**src/rtl/bin_to_bcd_seq_pkg.sv**
```systemverilog
// Shared definitions for the sequential binary-to-BCD converter:
// digit width, FSM encoding and the digit-count sanity helper.
package bin_to_bcd_seq_pkg;

    localparam int DIGIT_W = 4;

    typedef enum logic {
        IDLE  = 1'b0,
        SHIFT = 1'b1
    } state_t;

    // Number of decimal digits needed to show the largest w-bit value.
    function automatic int min_digits(input int width);
        longint unsigned max_val;
        int              digits;
        max_val = (longint'(1) << width) - 1;
        digits  = 1;
        while (max_val >= 10) begin
            max_val = max_val / 10;
            digits  = digits + 1;
        end
        return digits;
    endfunction

endpackage

```
**src/rtl/bin_to_bcd_seq_if.sv**
```systemverilog
// Result-word input and BCD output bundle of the converter.
// The master side feeds binary words, the slave side is the converter.
interface bin_to_bcd_seq_if
    import bin_to_bcd_seq_pkg::*;
#(
    parameter int w  = 8,
    parameter int nd = 3
);
    logic                    bin_vld;
    logic [w-1:0]            bin;
    logic                    bcd_vld;
    logic [DIGIT_W*nd-1:0]   bcd;
    logic                    busy;
    logic                    ovf;

    modport master (
        output bin_vld, bin,
        input  bcd_vld, bcd, busy, ovf
    );

    modport slave (
        input  bin_vld, bin,
        output bcd_vld, bcd, busy, ovf
    );
endinterface

```
**src/rtl/bcd_add3_digit.sv**
```systemverilog
// Double-dabble correction for one BCD digit: add 3 when the digit is 5 or more,
// so the following left shift carries correctly into the next decimal digit.
module bcd_add3_digit
    import bin_to_bcd_seq_pkg::*;
(
    input  logic [DIGIT_W-1:0] digit_in,
    output logic [DIGIT_W-1:0] digit_out
);

    assign digit_out = (digit_in >= DIGIT_W'(5)) ? digit_in + DIGIT_W'(3) : digit_in;

endmodule

```
**src/rtl/bin_to_bcd_seq.sv**
```systemverilog
// Sequential shift-and-add-3 binary-to-BCD converter, one input bit per clock,
// with a single-entry pending slot so back-to-back input words are not lost.
module bin_to_bcd_seq
    import bin_to_bcd_seq_pkg::*;
#(
    parameter int w  = 8,
    parameter int nd = 3
)(
    input  logic             clk,
    input  logic             rst_n,
    bin_to_bcd_seq_if.slave  bus
);

    localparam int BCD_W = DIGIT_W * nd;
    localparam int SR_W  = BCD_W + w;
    localparam int CNT_W = (w > 1) ? $clog2(w) : 1;

    if (nd < min_digits(w)) begin : g_nd_check
        $error("bin_to_bcd_seq: nd too small for input width w");
    end

    state_t              state_reg, state_next;
    logic [SR_W-1:0]     sr_reg, sr_next;
    logic [CNT_W-1:0]    cnt_reg, cnt_next;
    logic [w-1:0]        pend_reg, pend_next;
    logic                pend_vld_reg, pend_vld_next;
    logic [BCD_W-1:0]    bcd_reg, bcd_next;
    logic                bcd_vld_reg, bcd_vld_next;
    logic                ovf_reg, ovf_next;

    logic [BCD_W-1:0]    digits_adj;
    logic [SR_W-1:0]     sr_shifted;
    logic                is_final;

    for (genvar gi = 0; gi < nd; gi++) begin : g_digit
        bcd_add3_digit u_add3 (
            .digit_in  (sr_reg[w + DIGIT_W*gi +: DIGIT_W]),
            .digit_out (digits_adj[DIGIT_W*gi +: DIGIT_W])
        );
    end

    // The bit shifted out of the top digit is always zero given enough digits.
    assign sr_shifted = {digits_adj, sr_reg[w-1:0]} << 1;
    assign is_final   = (state_reg == SHIFT) && (cnt_reg == CNT_W'(w - 1));

    always_ff @(posedge clk or negedge rst_n) begin
        if (!rst_n) begin
            state_reg    <= IDLE;
            sr_reg       <= '0;
            cnt_reg      <= '0;
            pend_reg     <= '0;
            pend_vld_reg <= 1'b0;
            bcd_reg      <= '0;
            bcd_vld_reg  <= 1'b0;
            ovf_reg      <= 1'b0;
        end else begin
            state_reg    <= state_next;
            sr_reg       <= sr_next;
            cnt_reg      <= cnt_next;
            pend_reg     <= pend_next;
            pend_vld_reg <= pend_vld_next;
            bcd_reg      <= bcd_next;
            bcd_vld_reg  <= bcd_vld_next;
            ovf_reg      <= ovf_next;
        end
    end

    always_comb begin
        state_next    = state_reg;
        sr_next       = sr_reg;
        cnt_next      = cnt_reg;
        pend_next     = pend_reg;
        pend_vld_next = pend_vld_reg;
        bcd_next      = bcd_reg;
        bcd_vld_next  = 1'b0;
        ovf_next      = ovf_reg;

        case (state_reg)
            IDLE: begin
                if (bus.bin_vld) begin
                    sr_next    = {{BCD_W{1'b0}}, bus.bin};
                    cnt_next   = '0;
                    state_next = SHIFT;
                end
            end

            SHIFT: begin
                if (!is_final) begin
                    sr_next  = sr_shifted;
                    cnt_next = cnt_reg + 1'b1;
                    if (bus.bin_vld) begin
                        pend_next     = bus.bin;
                        pend_vld_next = 1'b1;
                        if (pend_vld_reg) begin
                            ovf_next = 1'b1;
                        end
                    end
                end else begin
                    bcd_next     = sr_shifted[SR_W-1:w];
                    bcd_vld_next = 1'b1;
                    cnt_next     = '0;
                    // A waiting word has priority; a new word then takes its slot.
                    if (pend_vld_reg) begin
                        sr_next = {{BCD_W{1'b0}}, pend_reg};
                        if (bus.bin_vld) begin
                            pend_next     = bus.bin;
                            pend_vld_next = 1'b1;
                        end else begin
                            pend_vld_next = 1'b0;
                        end
                    end else if (bus.bin_vld) begin
                        sr_next = {{BCD_W{1'b0}}, bus.bin};
                    end else begin
                        state_next = IDLE;
                    end
                end
            end

            default: begin
                state_next = IDLE;
            end
        endcase
    end

    assign bus.bcd     = bcd_reg;
    assign bus.bcd_vld = bcd_vld_reg;
    assign bus.busy    = (state_reg == SHIFT);
    assign bus.ovf     = ovf_reg;

endmodule
```
**src/flat_wrapper.sv**
```systemverilog
// flat-port wrapper written by rule: the top's interface ports become plain ports
module bin_to_bcd_seq_flat import bin_to_bcd_seq_pkg::*;
#(
    parameter int w  = 8,
    parameter int nd = 3
)
  (clk, rst_n, bus_bin_vld, bus_bin, bus_bcd_vld, bus_bcd, bus_busy, bus_ovf);
  bin_to_bcd_seq_if #(.w(w), .nd(nd)) bus_i ();
  input  logic clk;
  input  logic rst_n;
  input wire logic [$bits(bus_i.bin_vld)-1:0] bus_bin_vld;
  input wire logic [$bits(bus_i.bin)-1:0] bus_bin;
  output wire logic [$bits(bus_i.bcd_vld)-1:0] bus_bcd_vld;
  output wire logic [$bits(bus_i.bcd)-1:0] bus_bcd;
  output wire logic [$bits(bus_i.busy)-1:0] bus_busy;
  output wire logic [$bits(bus_i.ovf)-1:0] bus_ovf;
  assign bus_i.bin_vld = bus_bin_vld;
  assign bus_i.bin = bus_bin;
  assign bus_bcd_vld = bus_i.bcd_vld;
  assign bus_bcd = bus_i.bcd;
  assign bus_busy = bus_i.busy;
  assign bus_ovf = bus_i.ovf;
  bin_to_bcd_seq #(.w(w), .nd(nd)) u_core (.clk(clk), .rst_n(rst_n), .bus(bus_i));
endmodule
```
**config.mk**
```make
export PLATFORM = sky130hd
export DESIGN_NAME = bin_to_bcd_seq_flat
export DESIGN_NICKNAME = d
export VERILOG_FILES = /design/src/rtl/bin_to_bcd_seq_pkg.sv /design/src/rtl/bin_to_bcd_seq_if.sv /design/src/rtl/bcd_add3_digit.sv /design/src/rtl/bin_to_bcd_seq.sv /design/src/flat_wrapper.sv
export SDC_FILE = /design/constraint.sdc
export NUM_CORES = 1
export LEC_CHECK = 0
export ABC_AREA = 1
export CAP_MARGIN = 30
export CELL_PAD_IN_SITES_DETAIL_PLACEMENT = 1
export CELL_PAD_IN_SITES_GLOBAL_PLACEMENT = 1
export CORE_ASPECT_RATIO = 1.1
export CORE_UTILIZATION = 37
export CTS_CLUSTER_SIZE = 10
export DETAILED_ROUTE_END_ITERATION = 6
export PLACE_DENSITY_LB_ADDON = 0.1
export SETUP_SLACK_MARGIN = 0.4
export SYNTH_ARGS = -nofsm -noshare
export SYNTH_HDL_FRONTEND = slang
export SYNTH_SLANG_ARGS = --single-unit
```
**constraint.sdc**
```tcl
create_clock -name clk -period 1.6 [get_ports clk]
set_input_delay 0.24 -clock clk [delete_from_list [all_inputs] [get_ports clk]]
set_output_delay 0.24 -clock clk [all_outputs]
set_load 0.005 [all_outputs]
```
==> metrics.csv, run 1 <==
stage,metric,value,unit
outcome,result of the run,"complete, no violations",
cts,Clock Latency Late Sink,0.30,ns
yosys,total of warnings raised by yosys,0,
yosys,count of state elements after synthesis,47,
power,leakage,0.00152,uW
timing,minimum clock period after layout,1.41,ns
grt,number of antenna violations at the first check in global routing,0,
worst_setup_path,reg-to-reg endpoint,u_core.bus.ovf$_DFFE_PN0P_,
timing,Relative slew margins,76.4,%
grt,largest net degree at the start of global routing,27,
timing,final hold viol count,0,
power,switching power summed over all nets,2020,uW
yosys,average cell area after synthesis,8.48,sq um
yosys,sequential-to-total area share from yosys stat,53.1,%
drt,Post-DRT Antenna Nets,0,
drt,Final Routed Wirelength,5730,microns
power,largest vdd supply drop,0.639,mV
worst_setup_path,R2R setup slack,0.19,ns
power,power per cell area,1640,nW/um^2
yosys,Synth cell types,19,
timing,Max Clk Rate,709,MHz
grt,overall overflow remaining after global route,0,
grt,number of global-route vias before repair,2128,
cells_and_area,post-synthesis to final-layout area growth,40.9,%
cts,"Clk pin slew, worst setup/hold paths",0.08,ns
min_path,HP Class,primary input to asynchronous set/reset pin,
floorplan,Die Footprint,6300,sq um
power,internal power component,3090,uW
drt,via count normalized by instance count,4.89,
timing,final setup violation count,0,
placed_design,dpl hpwl,3710,microns
worst_setup_path,Critical path origin,u_core.cnt_reg[0]$_DFFE_PN0P_,
grt,met2 layer usage reported by global route,35.5,%
drt,DRC viols,0,
floorplan,floorplan core area,5770,sq um
placed_design,final estimated routing congestion in global placement,0.755,
worst_setup_path,CP arrival,1.60,ns
drt,First DRT Iteration DRCs,56,
timing,Total Negative Setup Slacks,0,ns
power,Switching Fraction,39.5,%
grt,GR met1 Demand/Resource,25.6,%
power,share of total power in the clock network,13.2,%
placed_design,buffers added on ports,25,
worst_setup_path,worst setup path category,flop to flop,
timing,unrepaired setup endpoints after global routing,true,
cells_and_area,number of flip-flops in the largest register,20,
cells_and_area,number of fill cells in the layout,674,
worst_setup_path,kind of end point of the critical path,flop,
yosys,"Net Count, Synth",280,
cts,CTS root buf,clkbuf_8,
grt,layer with the highest usage,met2,
cts,number of sinks on the clock net,47,
floorplan,initial cell density of the core,38.4,%
power,Comb pwr share,48.8,%
drt,routed vias,1933,
cts,total CTS buffers,5,
worst_setup_path,highest net fanout along the worst path,5,
placed_design,worst slack after detailed placement,0.106,ns
grt,GRT Overall Usage,20.7,%
worst_setup_path,required time of the worst setup path,1.79,ns
worst_setup_path,Reg2Reg Launch Point,u_core.cnt_reg[0]$_DFFE_PN0P_,
worst_setup_path,cell count of the worst reg-to-reg path,7,
power,Sequential Power Share,38.1,%
timing,setup slack after layout,0.189,ns
floorplan,height of the die,83.1,microns
cells_and_area,antenna cells,0,
worst_setup_path,capture point of the worst path,u_core.bus.ovf$_DFFE_PN0P_,
timing,pins over their slew limit,0,
cts,number of buffers on the longest clock path,2,
floorplan,I/O Pins,26,
grt,met3 capacity usage during global routing,4.00,%
cells_and_area,share of layout cells above drive strength 1,33.0,%
timing,final clock skew,0.00456,ns
cts,CTS tree,built,
yosys,post-synth design cell area,2210,sq um
timing,Tcrit/Tclk final,88.2,%
drt,Pre-antenna DRT Iters,4,
grt,global-route wire length before repair,9850,microns
worst_setup_path,crit start category,flop,
yosys,cell count after synthesis,261,
timing,actual transition at the worst max-transition pin,0.354,ns
floorplan,Die Span X,75.7,microns
cts,count of H-tree levels built during CTS,2,
cells_and_area,Final #Nets,338,
flow_run,Maximum Capacitance Violations,0,
drt,post-detailed-route wirelength per cell,14.5,microns
floorplan,placement row count,29,
-- kinds of logic (layout without fill, tap and decap cells) --
family,Yosys count,count (layout),share of synthesized area [%]
flops,47,47,53.1
fa+ha+maj,8,8,4.52
simple gates,138,138,26.0
compound gates,34,34,9.67
buf+inv,34,91,6.67
-- Yosys cell counts --
cell	n	area, sq um
o21ai_2	6	52.6
inv_2	2	7.51
a22o_1	2	17.5
inv_1	26	97.6
nor3_1	6	30.0
buf_6	2	22.5
ha_1	8	100
dfrtp_1	47	1180
nand4_1	6	37.5
nor2_1	25	93.8
nor2_2	1	6.26
a31o_2	1	8.76
a21boi_0	1	7.51
buf_2	4	20.0
nor3_2	1	10.0
o21ai_0	18	90.1
nand3_1	21	105
o22ai_1	6	37.5
nand2_1	78	293
-- layout make-up --
| type | count | area [sq um] | share of cell area [%] |
|---|---|---|---|
| Inverter | 28 | 123 | 3.93 |
| Multi-Input combinational cell | 180 | 1130 | 36.3 |
| Timing Repair Buffer | 57 | 517 | 16.6 |
| Sequential cell | 47 | 1180 | 37.7 |
| Clock buffer | 6 | 72.6 | 2.33 |
| Tap cell | 77 | 96.3 | 3.09 |
-- power groups by stage --
stage / clock (uW) / combinational (uW) / sequential, uW
after floorplan: 0 / 1180 / 1910
after global placement: 0 / 1790 / 1950
after detailed placement: 0 / 1840 / 1960
after CTS: 696 / 2200 / 1930
after global routing: 748 / 2810 / 2000
final: 673 / 2490 / 1940
-- worst min path at each step --
stage,end,from,slack (ns),cells after the start
final,u_core.bus.bcd[11]$_DFFE_PN0P_,rst_n,0.45,3
after global placement,u_core.bus.bcd[11]$_DFFE_PN0P_,rst_n,0.24,2
after floorplan,u_core.bus.bcd[0]$_DFFE_PN0P_,rst_n,-0.06,0
after CTS,u_core.bus.bcd[11]$_DFFE_PN0P_,rst_n,0.46,3
after global routing,u_core.bus.bcd[11]$_DFFE_PN0P_,rst_n,0.49,3
after detailed placement,u_core.bus.bcd[11]$_DFFE_PN0P_,rst_n,0.24,2
-- critical path: stages (launching register included) --
cell and delay (ns):
dfrtp_1 0.40, ha_4 0.15, ha_4 0.16, inv_2 0.05
nand2_4 0.09, clkinvlp_4 0.12, buf_6 0.14, a31o_2 0.19
-- routing by layer --
metal	wire length [microns]	vias to the layer above	share of wire (%)
li1	-	958	-
met1	2440	943	43
met2	3080	25	54
met3	136	7	2.4
met4	72	0	1.3
met5	0	-	0
-- what timing repair did --
item | in CTS | in global routing
gates cloned | 1 | 0
endpoints found under the setup margin | 59 | 60
endpoints found under the hold margin | 47 | 0
setup buffers | 16 | 5
hold buffers | 1 | 0
pin swaps | 26 | 15
resized for setup | 69 | 37
-- through the flow --
step / util, % / hold slack [ns] / power [uW] / cells / area [sq um]
2_1_floorplan: - / -0.0556 / 3080 / 261 / 2260
3_3_place_gp: 45.4 / 0.243 / 3740 / 366 / 2620
3_5_place_dp: 45.4 / 0.243 / 3800 / 366 / 2620
4_1_cts: 51.6 / 0.458 / 4820 / 390 / 2980
5_1_grt: 54.1 / 0.489 / 5560 / 395 / 3120
6_report: 54.1 / 0.450 / 5110 / 395 / 3120
-- cells in the final DEF, fill, tap and decap left out, types with 2 or more instances in the layout --
master and count:
a22o_1 2, buf_4 25, buf_6 4, clkbuf_8 5
clkdlybuf4s15_1 13, clkdlybuf4s50_1 9, clkinvlp_4 2, dfrtp_1 46
ha_1 2, ha_2 2, ha_4 4, inv_1 17
inv_2 6, inv_4 2, nand2_1 58, nand2_2 16
nand2_4 3, nand3_1 6, nand3_2 13, nand3_4 2
nand4_1 6, nor2_1 21, nor2_2 4, nor3_1 5
nor3_2 2, o21ai_0 14, o21ai_1 4, o21ai_2 6
o22ai_1 6
Power figures use the tool's default switching activity.
==> run 2: changes to the inputs <==
CORE_MARGIN = 5   (was unset)
GPL_TIMING_DRIVEN = 0   (was unset)
SLEW_MARGIN = 0   (was unset)
==> metrics.csv, run 2 (synthesized netlist as in run 1, its figures left out) <==
stage,metric,value,unit
placed_design,final estimated routing congestion in global placement,0.811,
power,largest vdd supply drop,0.757,mV
floorplan,placement row count,29,
grt,GR met1 Demand/Resource,19.0,%
floorplan,Die Span X,83.7,microns
grt,largest net degree at the start of global routing,26,
outcome,result of the run,"complete, no violations",
grt,GRT Overall Usage,16.5,%
grt,global-route wire length before repair,10200,microns
timing,Max Clk Rate,666,MHz
cells_and_area,Final #Nets,343,
cts,CTS tree,built,
worst_setup_path,kind of end point of the critical path,flop,
cts,Clock Latency Late Sink,0.30,ns
grt,met3 capacity usage during global routing,3.17,%
timing,final setup violation count,0,
timing,minimum clock period after layout,1.50,ns
worst_setup_path,cell count of the worst reg-to-reg path,9,
worst_setup_path,highest net fanout along the worst path,5,
floorplan,I/O Pins,26,
timing,final clock skew,0.00424,ns
floorplan,initial cell density of the core,38.1,%
timing,Relative slew margins,61.6,%
drt,Final Routed Wirelength,6060,microns
placed_design,total cell area at the placement stage,2620,sq um
cells_and_area,post-route cell area,3220,sq um
timing,pins over their slew limit,0,
drt,DRC viols,0,
drt,Post-DRT Antenna Nets,0,
worst_setup_path,Critical path origin,u_core.cnt_reg[1]$_DFFE_PN0P_,
worst_setup_path,worst setup path category,flop to flop,
drt,routed vias,1954,
cts,count of H-tree levels built during CTS,2,
cells_and_area,most frequent cells in the layout,"nand2_1, dfrtp_1, nor2_1, buf_4, inv_1",
cts,total CTS buffers,5,
floorplan,floorplan core area,5810,sq um
timing,unrepaired setup endpoints after global routing,true,
timing,setup slack after layout,0.0991,ns
worst_setup_path,Reg2Reg Launch Point,u_core.cnt_reg[1]$_DFFE_PN0P_,
timing,Tcrit/Tclk final,93.8,%
cells_and_area,number of flip-flops in the largest register,20,
worst_setup_path,required time of the worst setup path,1.79,ns
flow_run,Maximum Capacitance Violations,0,
grt,met2 layer usage reported by global route,31.0,%
cts,"Clk pin slew, worst setup/hold paths",0.09,ns
cells_and_area,post-synthesis to final-layout area growth,45.4,%
cts,number of buffers on the longest clock path,2,
worst_setup_path,crit start category,flop,
placed_design,buffers added on ports,25,
grt,layer with the highest usage,met2,
cells_and_area,share of layout cells above drive strength 1,32.1,%
power,leakage,0.00158,uW
floorplan,height of the die,91.1,microns
cells_and_area,antenna cells,0,
drt,Pre-antenna DRT Iters,4,
timing,actual transition at the worst max-transition pin,0.576,ns
timing,final hold viol count,0,
min_path,HP Class,primary input to asynchronous set/reset pin,
floorplan,Die Footprint,7630,sq um
power,power per cell area,1610,nW/um^2
drt,via count normalized by instance count,4.87,
placed_design,worst slack after detailed placement,-0.121,ns
worst_setup_path,CP arrival,1.69,ns
drt,post-detailed-route wirelength per cell,15.1,microns
cts,number of sinks on the clock net,47,
cts,CTS root buf,clkbuf_8,
grt,number of global-route vias before repair,2108,
cells_and_area,"leading cell type in the layout, fill and taps excluded",nand2_1,
grt,number of antenna violations at the first check in global routing,0,
placed_design,dpl hpwl,3890,microns
drt,First DRT Iteration DRCs,59,
grt,overall overflow remaining after global route,0,
[run 2: layout make-up]
class	count	area, sq um
repair buffers	56	551
plain buffers	6	83.8
inverters	28	116
clock buffers	6	82.6
clock inverters	1	5.00
multi-input cells	180	1110
well taps	77	96.3
fillers	673	2590
flip-flops and latches	47	1180
[run 2: per-stage QoR]
stage	instances	total power, uW	TNS, ns	utilization [%]	hold slack [ns]
5_1_grt	401	5630	0	55.5	0.503
6_report	401	5190	0	55.5	0.480
3_3_place_gp	363	3730	-56.38	44.9	0.454
2_1_floorplan	261	3080	0	-	-0.0556
4_1_cts	389	4950	0	52.1	0.475
3_5_place_dp	364	3830	-1.01	45.2	0.261
[run 2: timing repair]
item	in CTS	in global routing
cloned	3	1
setup endpoints to repair	62	58
resized for setup	73	33
hold buffers	1	0
setup buffers	14	11
hold endpoints to repair	22	0
pin swaps	19	6
[run 2: routing by layer]
metal / vias to the layer above / part of all wire [%]
li1: 976 / -
met1: 951 / 42
met2: 22 / 54
met3: 5 / 2.7
met4: 0 / 1.0
met5: - / 0
[run 2: power breakdown]
part	internal [uW]	leakage, uW	switching, uW
Clock	340	0.0000470	398
Sequential	1640	0.000569	316
Combinational	1170	0.000963	1320
[run 2: final timing paths]
kind                                                  end  slack [ns]
setup / recovery           u_core.pend_reg[3]$_DFFE_PN0P_         0.1
hold / removal              u_core.cnt_reg[1]$_DFFE_PN0P_        0.48
max in group asynchronous      u_core.sr_reg[9]$_DFF_PN0_        0.58
min in group clk            u_core.bus.bcd[1]$_DFFE_PN0P_        0.48
setup reg to reg           u_core.pend_reg[3]$_DFFE_PN0P_         0.1
hold reg to reg             u_core.bus.bcd[1]$_DFFE_PN0P_        0.48
[run 2: critical path: stages, from the launching register on]
cell,delay (ns)
dfrtp_1,0.40
ha_2,0.20
ha_4,0.18
nand2_4,0.08
nand2_8,0.07
nor2_4,0.15
inv_4,0.07
buf_4,0.14
nand2_2,0.05
o21ai_2,0.04
==> run 3: changes to the inputs <==
SETUP_SLACK_MARGIN = unset   (was 0.4)
==> metrics.csv, run 3 (synthesized netlist as in run 1, its figures left out) <==
stage,metric,value,unit
outcome,result of the run,"complete, no violations",
grt,largest net degree at the start of global routing,35,
timing,actual transition at the worst max-transition pin,0.371,ns
grt,GRT Overall Usage,15.9,%
drt,Pre-antenna DRT Iters,4,
cells_and_area,number of flip-flops in the largest register,20,
cells_and_area,post-synthesis to final-layout area growth,27.6,%
cts,Clock Latency Late Sink,0.30,ns
cells_and_area,Final #Nets,326,
drt,routed vias,1910,
power,Total Power Consumption,4510,uW
grt,overall overflow remaining after global route,0,
drt,Post-DRT Antenna Nets,0,
power,leakage,0.00138,uW
placed_design,buffers added on ports,25,
cts,number of buffers on the longest clock path,2,
worst_setup_path,stage delay of the slowest cell on the critical path,0.40,ns
floorplan,Die Span X,83.7,microns
worst_setup_path,R2R setup slack,0.07,ns
cts,number of sinks on the clock net,47,
cts,CTS root buf,clkbuf_8,
timing,Relative slew margins,75.3,%
cts,CTS tree,built,
timing,final clock skew,0.00650,ns
grt,number of antenna violations at the first check in global routing,0,
cells_and_area,most frequent cells in the layout,"nand2_1, dfrtp_1, nor2_1, inv_1, clkdlybuf4s50_1",
worst_setup_path,kind of end point of the critical path,flop,
worst_setup_path,crit-path cells,ha_2 -> ha_4 -> nand2_2 -> nand2_4 -> nor2_4 -> inv_2 -> buf_8 -> nand2_1 -> o21ai_2,
drt,post-detailed-route wirelength per cell,14.7,microns
timing,final setup violation count,0,
grt,global-route wire length before repair,9850,microns
timing,minimum clock period after layout,1.53,ns
cells_and_area,fin util,48.7,%
timing,final hold viol count,0,
drt,DRC viols,0,
flow_run,Maximum Capacitance Violations,0,
floorplan,height of the die,91.1,microns
worst_setup_path,Reg2Reg Launch Point,u_core.cnt_reg[1]$_DFFE_PN0P_,
min_path,HP Class,primary input to asynchronous set/reset pin,
timing,pins over their slew limit,0,
worst_setup_path,crit path max-delay cell type,dfrtp_1,
worst_setup_path,highest net fanout along the worst path,10,
timing,Tcrit/Tclk final,95.4,%
worst_setup_path,worst setup path category,flop to flop,
cells_and_area,"leading cell type in the layout, fill and taps excluded",nand2_1,
floorplan,initial cell density of the core,38.1,%
timing,Total Negative Setup Slacks,0,ns
floorplan,I/O Pins,26,
timing,Max Clk Rate,655,MHz
power,power per cell area,1600,nW/um^2
placed_design,dpl hpwl,3980,microns
floorplan,Die Footprint,7630,sq um
drt,via count normalized by instance count,4.99,
grt,number of global-route vias before repair,2037,
cells_and_area,number of fill cells in the layout,692,
power,largest vdd supply drop,0.615,mV
timing,unrepaired setup endpoints after global routing,true,
placed_design,final estimated routing congestion in global placement,0.803,
cells_and_area,antenna cells,0,
worst_setup_path,required time of the worst setup path,1.79,ns
floorplan,floorplan core area,5810,sq um
cells_and_area,share of layout cells above drive strength 1,15.7,%
cts,count of H-tree levels built during CTS,2,
drt,Final Routed Wirelength,5620,microns
cts,"Clk pin slew, worst setup/hold paths",0.08,ns
drt,First DRT Iteration DRCs,31,
floorplan,placement row count,29,
cts,total CTS buffers,5,
worst_setup_path,crit start category,flop,
worst_setup_path,CP arrival,1.72,ns
worst_setup_path,Critical path origin,u_core.cnt_reg[1]$_DFFE_PN0P_,
run 3: final cells by class:
class / instances / area (sq um) / share of cell area, %
timing repair buffer: 39 / 368 / 13.0
inverter: 28 / 109 / 3.85
sequential: 47 / 1180 / 41.7
tap: 77 / 96.3 / 3.41
clock buffer: 6 / 72.6 / 2.57
buffer: 6 / 55.1 / 1.95
multi-input combinational: 180 / 947 / 33.5
run 3: where the power goes:
part,internal [uW],switching [uW]
clock network,292,386
registers,1640,294
logic,872,1020
total,2810,1700
run 3: final timing paths:
kind	cells past startpoint	endpoint
worst min register to register	2	u_core.bus.bcd[5]$_DFFE_PN0P_
min in group clk	2	u_core.bus.bcd[5]$_DFFE_PN0P_
worst max-delay path	9	u_core.pend_reg[6]$_DFFE_PN0P_
max in group asynchronous	3	u_core.bus.busy$_DFF_PN0_
worst max register to register	9	u_core.pend_reg[6]$_DFFE_PN0P_
worst min-delay path	2	u_core.bus.bcd[11]$_DFFE_PN0P_
run 3: layer usage:
| layer | vias up | routed length, microns | track usage [%] |
|---|---|---|---|
| met3 | 8 | 183 | 3.08 |
| met4 | 0 | 100 | 5.63 |
| li1 | 940 | - | - |
| met1 | 932 | 2510 | 19.1 |
| met5 | - | 0 | 0 |
| met2 | 30 | 2830 | 28.2 |
run 3: per-stage QoR:
step / worst slack, ns / hold slack, ns / cells / instance area (sq um)
6_report: 0.0741 / 0.394 / 383 / 2830
4_1_cts: 0.00492 / 0.378 / 378 / 2750
3_3_place_gp: -1.17 / 0.462 / 363 / 2560
3_5_place_dp: -0.323 / 0.178 / 364 / 2570
2_1_floorplan: 0.111 / -0.0556 / 261 / 2210
5_1_grt: -0.0171 / 0.425 / 383 / 2830
run 3: critical path: cells and delay by family, from the launching register on:
family                     cells  cell delay, ns
DFF                            1            0.40
buffers and inverters          2            0.22
and+or+nand+nor                4            0.37
AOI/OAI and AO/OA              1            0.05
adders and majority gates      2            0.39
run 3: timing repair:
item                                    CTS  global route
hold buffers                              1             0
pin swaps                                 1             3
hold endpoints to repair                 13             0
endpoints found under the setup margin   36            23
resized for setup                        12            12
setup buffers                             7             5
